## src/rtl/raw_frame_to_gray_stream.sv

```systemverilog
`timescale 1ns/1ps
`default_nettype none
// ============================================================================
// Module      : raw_frame_to_gray_stream
// Description : Streams one WIDTHxHEIGHT raw frame from a source FIFO into a
//               destination FIFO as rounded/saturated gray pixels with sof/eol.
//               Optional macro GRAY_SUM_EN adds the frame_sum output.
// Revision    : 1.0 - initial release
// ============================================================================
module raw_frame_to_gray_stream #(
   parameter int WIDTH  = 640,
   parameter int HEIGHT = 480,
   parameter int RAW_W  = 10,
   parameter int GRAY_W = 8
) (
   input  logic              clk,
   input  logic              reset,
   input  logic              start,
   input  logic              src_empty,
   output logic              read_en,
   input  logic [RAW_W-1:0]  raw_data,
   input  logic              dst_full,
   output logic              write_en,
   output logic [GRAY_W-1:0] gray_data,
   output logic              sof,
   output logic              eol,
   output logic              busy,
   output logic              finished
`ifdef GRAY_SUM_EN
   ,
   output logic [GRAY_W+$clog2(WIDTH*HEIGHT+1)-1:0] frame_sum
`endif
);

   localparam int c_TOTAL = WIDTH * HEIGHT;
   localparam int c_CNT_W = $clog2(c_TOTAL + 1);
   localparam int c_COL_W = (WIDTH > 1) ? $clog2(WIDTH) : 1;
   localparam int c_SH    = RAW_W - GRAY_W;
   localparam int c_SUM_W = GRAY_W + c_CNT_W;

   localparam logic [c_CNT_W-1:0] c_CNT_TOTAL = c_CNT_W'(c_TOTAL);
   localparam logic [c_CNT_W-1:0] c_CNT_LAST  = c_CNT_W'(c_TOTAL - 1);
   localparam logic [c_COL_W-1:0] c_COL_LAST  = c_COL_W'(WIDTH - 1);
   localparam logic [RAW_W:0]     c_HALF      = (RAW_W+1)'(1) << (c_SH - 1);

   typedef enum logic [1:0] {
      S_IDLE = 2'd0,
      S_RUN  = 2'd1,
      S_DONE = 2'd2
   } state_t;

   state_t               r_state;
   logic [c_CNT_W-1:0]   r_rd_cnt;
   logic [c_CNT_W-1:0]   r_wr_cnt;
   logic [c_COL_W-1:0]   r_col;
   logic [1:0]           r_occ;
   logic                 r_inflight;
   logic [GRAY_W-1:0]    r_buf0;
   logic [GRAY_W-1:0]    r_buf1;
   logic [c_SUM_W-1:0]   r_sum;

   logic [RAW_W:0]       w_rnd;
   logic [RAW_W:0]       w_shf;
   logic [GRAY_W-1:0]    w_gray;
   logic [2:0]           w_credit;

   assign w_rnd  = {1'b0, raw_data} + c_HALF;
   assign w_shf  = w_rnd >> c_SH;
   assign w_gray = (|w_shf[RAW_W:GRAY_W]) ? {GRAY_W{1'b1}} : w_shf[GRAY_W-1:0];

   assign busy      = (r_state == S_RUN);
   assign finished  = (r_state == S_DONE);
   assign write_en  = (r_occ != 2'd0) & ~dst_full;
   assign gray_data = r_buf0;
   assign sof       = write_en & (r_wr_cnt == '0);
   assign eol       = write_en & (r_col == c_COL_LAST);

   // Credit: slots already committed (held + returning) minus the one leaving now.
   assign w_credit = {1'b0, r_occ} + {2'b00, r_inflight} - {2'b00, write_en};
   assign read_en  = busy & ~src_empty & (r_rd_cnt < c_CNT_TOTAL) & (w_credit < 3'd2);

`ifdef GRAY_SUM_EN
   assign frame_sum = r_sum;
`endif

   always_ff @(posedge clk) begin
      if (reset) begin
         r_state    <= S_IDLE;
         r_rd_cnt   <= '0;
         r_wr_cnt   <= '0;
         r_col      <= '0;
         r_occ      <= 2'd0;
         r_inflight <= 1'b0;
         r_buf0     <= '0;
         r_buf1     <= '0;
         r_sum      <= '0;
      end else begin
         r_inflight <= read_en;
         if (read_en)
            r_rd_cnt <= r_rd_cnt + 1'b1;

         case ({r_inflight, write_en})
            2'b10: begin
               if (r_occ == 2'd0) r_buf0 <= w_gray;
               else               r_buf1 <= w_gray;
               r_occ <= r_occ + 2'd1;
            end
            2'b01: begin
               if (r_occ == 2'd2) r_buf0 <= r_buf1;
               r_occ <= r_occ - 2'd1;
            end
            2'b11: begin
               if (r_occ == 2'd2) begin
                  r_buf0 <= r_buf1;
                  r_buf1 <= w_gray;
               end else begin
                  r_buf0 <= w_gray;
               end
            end
            default: ;
         endcase

         if (write_en) begin
            r_wr_cnt <= r_wr_cnt + 1'b1;
            r_col    <= (r_col == c_COL_LAST) ? '0 : r_col + 1'b1;
            r_sum    <= r_sum + c_SUM_W'(r_buf0);
         end

         case (r_state)
            S_RUN: begin
               if (write_en && (r_wr_cnt == c_CNT_LAST))
                  r_state <= S_DONE;
            end
            default: begin
               if (start) begin
                  r_state    <= S_RUN;
                  r_rd_cnt   <= '0;
                  r_wr_cnt   <= '0;
                  r_col      <= '0;
                  r_occ      <= 2'd0;
                  r_inflight <= 1'b0;
                  r_buf0     <= '0;
                  r_buf1     <= '0;
                  r_sum      <= '0;
               end
            end
         endcase
      end
   end

endmodule
`default_nettype wire

```

## config.mk

```make
export PLATFORM = sky130hd
export DESIGN_NAME = raw_frame_to_gray_stream
export DESIGN_NICKNAME = d
export VERILOG_FILES = /design/src/rtl/raw_frame_to_gray_stream.sv
export SDC_FILE = /design/constraint.sdc
export NUM_CORES = 1
export LEC_CHECK = 0
export CORE_UTILIZATION = 35
export CTS_CLUSTER_SIZE = 12
export DETAILED_ROUTE_END_ITERATION = 10
export PLACE_DENSITY = 0.62
export SYNTH_ARGS = -nofsm -noshare
export SYNTH_HDL_FRONTEND = slang
export SYNTH_SLANG_ARGS = --single-unit
```

## constraint.sdc

```tcl
create_clock -name clk -period 10.27 [get_ports clk]
set_input_delay 3.081 -clock clk [delete_from_list [all_inputs] [get_ports clk]]
set_output_delay 3.081 -clock clk [all_outputs]
set_load 0.005 [all_outputs]
```

-- After elaboration in Yosys (flattened, before gate mapping)
Index checks and enable logic that the tools add are counted.
- bits in registers: 69
- output and inout bits: 14
- input port bits: 15
- logic and storage cells: 71
- magnitude comparators: 2
- equality and inequality tests: 9
- reductions and logical operators: 6
- muxes and demuxes: 30
- bitwise gates (word level): 8
- add/sub/neg operators: 8
- operator list (operator ; number):
    2-to-1 mux 19 bit ; 6
    2-to-1 mux 8 bit ; 10
    2-to-1 mux 10 bit ; 4
    adder 19 x 1 -> 19 bit, second input constant ; 2
    one-hot mux 8 bit (3 select lines) ; 1
    equality test 19 bit, second input constant ; 1
    logical NOT 19 bit ; 1
    less-than comparator 19 bit, second input constant ; 1
    one-hot mux 8 bit (2 select lines) ; 1
    adder 10 x 2 -> 11 bit, second input constant ; 1
    adder 10 x 1 -> 10 bit, second input constant ; 1
    equality test 10 bit, second input constant ; 1
    2-to-1 mux 2 bit ; 5
    equality test 2 bit, second input constant ; 4
    bitwise AND 1 bit ; 6
    equality test 2 x 1 -> 1 bit, second input constant ; 2
    one-hot mux 2 bit (2 select lines) ; 1
    nonzero test 2 bit ; 2
    adder 2 x 1 -> 3 bit ; 1
    less-than comparator 3 x 2 -> 1 bit, second input constant ; 1
    subtractor 3 x 1 -> 3 bit ; 1
    adder 2 x 1 -> 2 bit, second input constant ; 1
    logical NOT 2 bit ; 1
    2-to-1 mux 1 bit ; 2
    other kinds (5) ; 6

-- Depth between registers and ports, before layout
- depth after elaboration: 8
- mapped depth: 12
- gate-level depth less buffers: 10

-- Least setup slack after synthesis
OpenSTA, ideal clock, no wires.
- path kind: input port to output port
- start point: in dst_full
- end point: out read_en
- arrival time: 4.934 ns
- stages on the path: 9
- buffers on the path: 1
- slack: 2.255 ns
- data required time: 7.189 ns
- path through: buf_6 -> o21bai_4 -> ha_1 -> ha_1 -> inv_1 -> fa_1 -> xnor2_2 -> nand4b_4 -> a21oi_2
- cells in the longest elaborated chain, start to end: 5
- RTL lines (element ; RTL line ; text):
    from (decl) ; 22 ; input logic dst_full,
    inverter 1 bit ; 73 ; assign write_en = (r_occ != 2'd0) & ~dst_full;
    bitwise AND 1 bit ; 73 ;
    subtractor 3 x 1 -> 3 bit ; 79 ; assign w_credit = {1'b0, r_occ} + {2'b00, r_inflight} - {2'b00, write_en};
    less-than comparator 3 x 2 -> 1 bit ; 80 ; assign read_en = busy & ~src_empty & (r_rd_cnt < c_CNT_TOTAL) & (w_credit < 3'd2);
    bitwise AND 1 bit ; 80 ;
    to (decl) ; 20 ; output logic read_en,
Every way passes these cells.

-- Worst setup path in the final report
Ends and elaborated chain as after synthesis.

==> impl_metrics.toml <==
[die]
die_width_um = 106
initial_core_util_pct = 36.4
io_pins = 29
die_h_um = 106
core_um2 = 10400
fp-row-count = 37
die_area_um2 = 11300

[job]
max_cap_violations = 0

[timing]
min_period_ns = 9.30
finalSetupTns_ns = 0
fin_skew_ns = 0.00707
hold_ws_ns = 0.457
fin_crit_sh_pct = 90.6
timing.fmax_mhz = 108
setup_viol = 0
hold_viol_final = 0
slew_violations = 0
slew_headroom_pct = 41.1
tightest_slew_ns = 0.884
rsz0062_at_grt = "no"

[cells_and_area]
antennaDiodeCount = 0
final_cell_mix = "dfxtp_1, nor2_1, nand2_1, a21oi_1, clkdlybuf4s50_1"
num-nets-final = 514
ff_latch_area_um2 = 1380
syn2layout_area_growth_pct = 15.5
multi_input_area_um2 = 2240
fill_cells = 1070
fin_area_um2 = 4390
final_common_cell = "dfxtp_1"
drive_above_1_share_pct = 6.68

[cts]
root_buffer = "clkbuf_8"
htreeDepth = 3
cts_buffers = 9
cts_setup_buffers = 0
hold_buffers = 0
clock_latency_ns = 0.34
clock-sinks = 69
cts_buffer_depth = 2
cts_tree = "done"
cts_resized = 0
clk_pin_slew_worst_paths_ns = 0.07

[min_path]
hold-path-cell-count = 2
hold_path_startpoint = "r_buf1[2]"
min_path_type = "flop to flop"
whs_endpoint = "r_buf1[2]"

[detailed_routing]
drt-initial-drc-count = 144
drc_errors = 0
viasPerCell = 5.30
vias = 3340
ant_nets = 0
dr.pass1.iters = 4
wl_mm = 8.69
wl_per_cell_um = 13.8

[logic_synthesis]
synthesis.nets = 495
synthArstFlopShare_pct = 0
yosys_warnings = 0
netlist_top_cells_area = "dfxtp_1, nor2_1, xnor2_1, nand2_1, a21oi_1"
ys_ff_latch = 69
synth-main-ff-cell = "dfxtp_1"
yosysSeqAreaShare_pct = 36.4
synth_area_leader_cell = "dfxtp_1"
synth_cell_types = 59
synth_area_per_cell_um2 = 8.08
synth_edf_count = 0
yosys.area.top_type_share_pct = 36.4
syn_area_um2 = 3800
synthCells = 470

[global_routing]
gr-total-overflow = 0
antenna_found_initial = 0
grt_pass1_wl_mm = 14.7
grt_max_degree = 28
track_usage_pct = 16.3
met2_usage_pct = 25.2
grt_pass1_vias = 3066
grt_use_met1_pct = 22.4
use_met3_pct = 3.25
grt_busiest_layer = "met2"

[worst_setup_path]
ff2ff_path_depth = 10
critical_path_required_ns = 7.19
max_stage_delay_ns = 0.64
crit_path_max_fanout = 14
arrival_ns = 6.22
r2r-end = "r_rd_cnt[12]"
crit_chain = "clkdlybuf4s50_1 -> o21bai_4 -> inv_1 -> nand2_1 -> inv_1 -> fa_1 -> xnor2_2 -> nand4b_4 -> a21oi_2 -> clkdlybuf4s50_1"
timing.rr.start = "r_occ[1]"
worst_path_max_delay_cell = "clkdlybuf4s50_1"
crit_path_start_kind = "input port"
r2r_slack_ns = 6.94
end_kind = "output port"
critical_path_class = "input port to output port"

[placement]
dpl.hpwl_mm = 6.10
globalplace.congestion = 0.825
place_area_um2 = 4160
portBuffers = 27

[power_and_ir_drop]
total_leakage_power_nw = 1.54
irDropWorstVdd_uv = 74.5
powerDensity_nw_per_um2 = 135
power_w = 0.000592

[status]
status = "complete, no violations"
-- registers in the layout, summed over array words and instances (netlist names) --
signal / cells
r_occ: 2
r_col: 10
r_state: 2
r_buf1: 8
r_rd_cnt: 19
r_inflight: 1
r_wr_cnt: 19
gray_data: 8
-- layer usage --
metal / vias up / wire length [µm]
met5: - / 0
met4: 0 / 82
met3: 6 / 331
met2: 55 / 3820
met1: 1579 / 4450
li1: 1700 / -
-- where the power goes --
part	internal, W	leakage, nW	switching [W]	total (W)
registers	0.000271	0.556	0.00000578	0.000276
logic	0.0000264	0.872	0.0000387	0.0000650
clock network	0.000143	0.112	0.000107	0.000250
total	0.000440	1.54	0.000152	0.000592
-- worst max-delay path by stage --
| stage | startpoint | to | cells after the start |
|---|---|---|---|
| 2_1_floorplan | dst_full | read_en | 9 |
| 3_3_place_gp | dst_full | read_en | 10 |
| 3_5_place_dp | dst_full | read_en | 10 |
| 4_1_cts | dst_full | read_en | 10 |
| 5_1_grt | dst_full | read_en | 10 |
| 6_report | dst_full | read_en | 10 |
-- cell families after synthesis --
family / Yosys count / share of synthesized area (%)
compound gates: 100 / 18.5
mux: 7 / 1.88
simple gates: 204 / 26.6
xor+xnor: 36 / 8.50
flops: 69 / 36.4
fa+ha+maj: 10 / 3.49
buf+inv: 44 / 4.65
-- area by class of cell --
| class | count | share of cell area (%) |
|---|---|---|
| Multi-Input combinational cell | 357 | 51.0 |
| Sequential cell | 69 | 31.5 |
| Timing Repair Buffer | 29 | 6.50 |
| Tap cell | 136 | 3.88 |
| Clock buffer | 10 | 3.14 |
| Clock inverter | 6 | 1.97 |
| Inverter | 23 | 1.97 |
-- synthesized netlist by cell type (6+ instances only) --
| cell type | n |
|---|---|
| and3_1 | 8 |
| o21ai_0 | 23 |
| nand2_1 | 44 |
| a211oi_1 | 6 |
| nand3_1 | 24 |
| or3_1 | 8 |
| nor2_1 | 65 |
| a21oi_1 | 27 |
| nand4_1 | 10 |
| clkbuf_1 | 12 |
| xor2_1 | 13 |
| nor4_1 | 9 |
| mux2i_1 | 6 |
| xnor2_1 | 22 |
| inv_1 | 23 |
| dfxtp_1 | 69 |
| nor3_1 | 7 |
| ha_1 | 9 |
-- worst max-delay path, delay by kind of cell --
family	cells	cell delay, ns
buffers and inverters	4	1.54
AO/OA/AOI/OAI	2	0.55
adder cells (fa/ha/maj)	1	0.44
AND/OR/NAND/NOR	2	0.38
XOR/XNOR	1	0.21
-- metrics by stage --
stage               setup slack [ns]  util, %  instances
global route                   0.709     42.1        630
global placement                1.04     40.0        614
CTS                            0.942     42.1        630
finish                         0.970     42.1        630
detailed placement             0.952     40.0        614
floorplan                       2.26        -        470
Note: power is estimated with default switching activity, not from simulation.
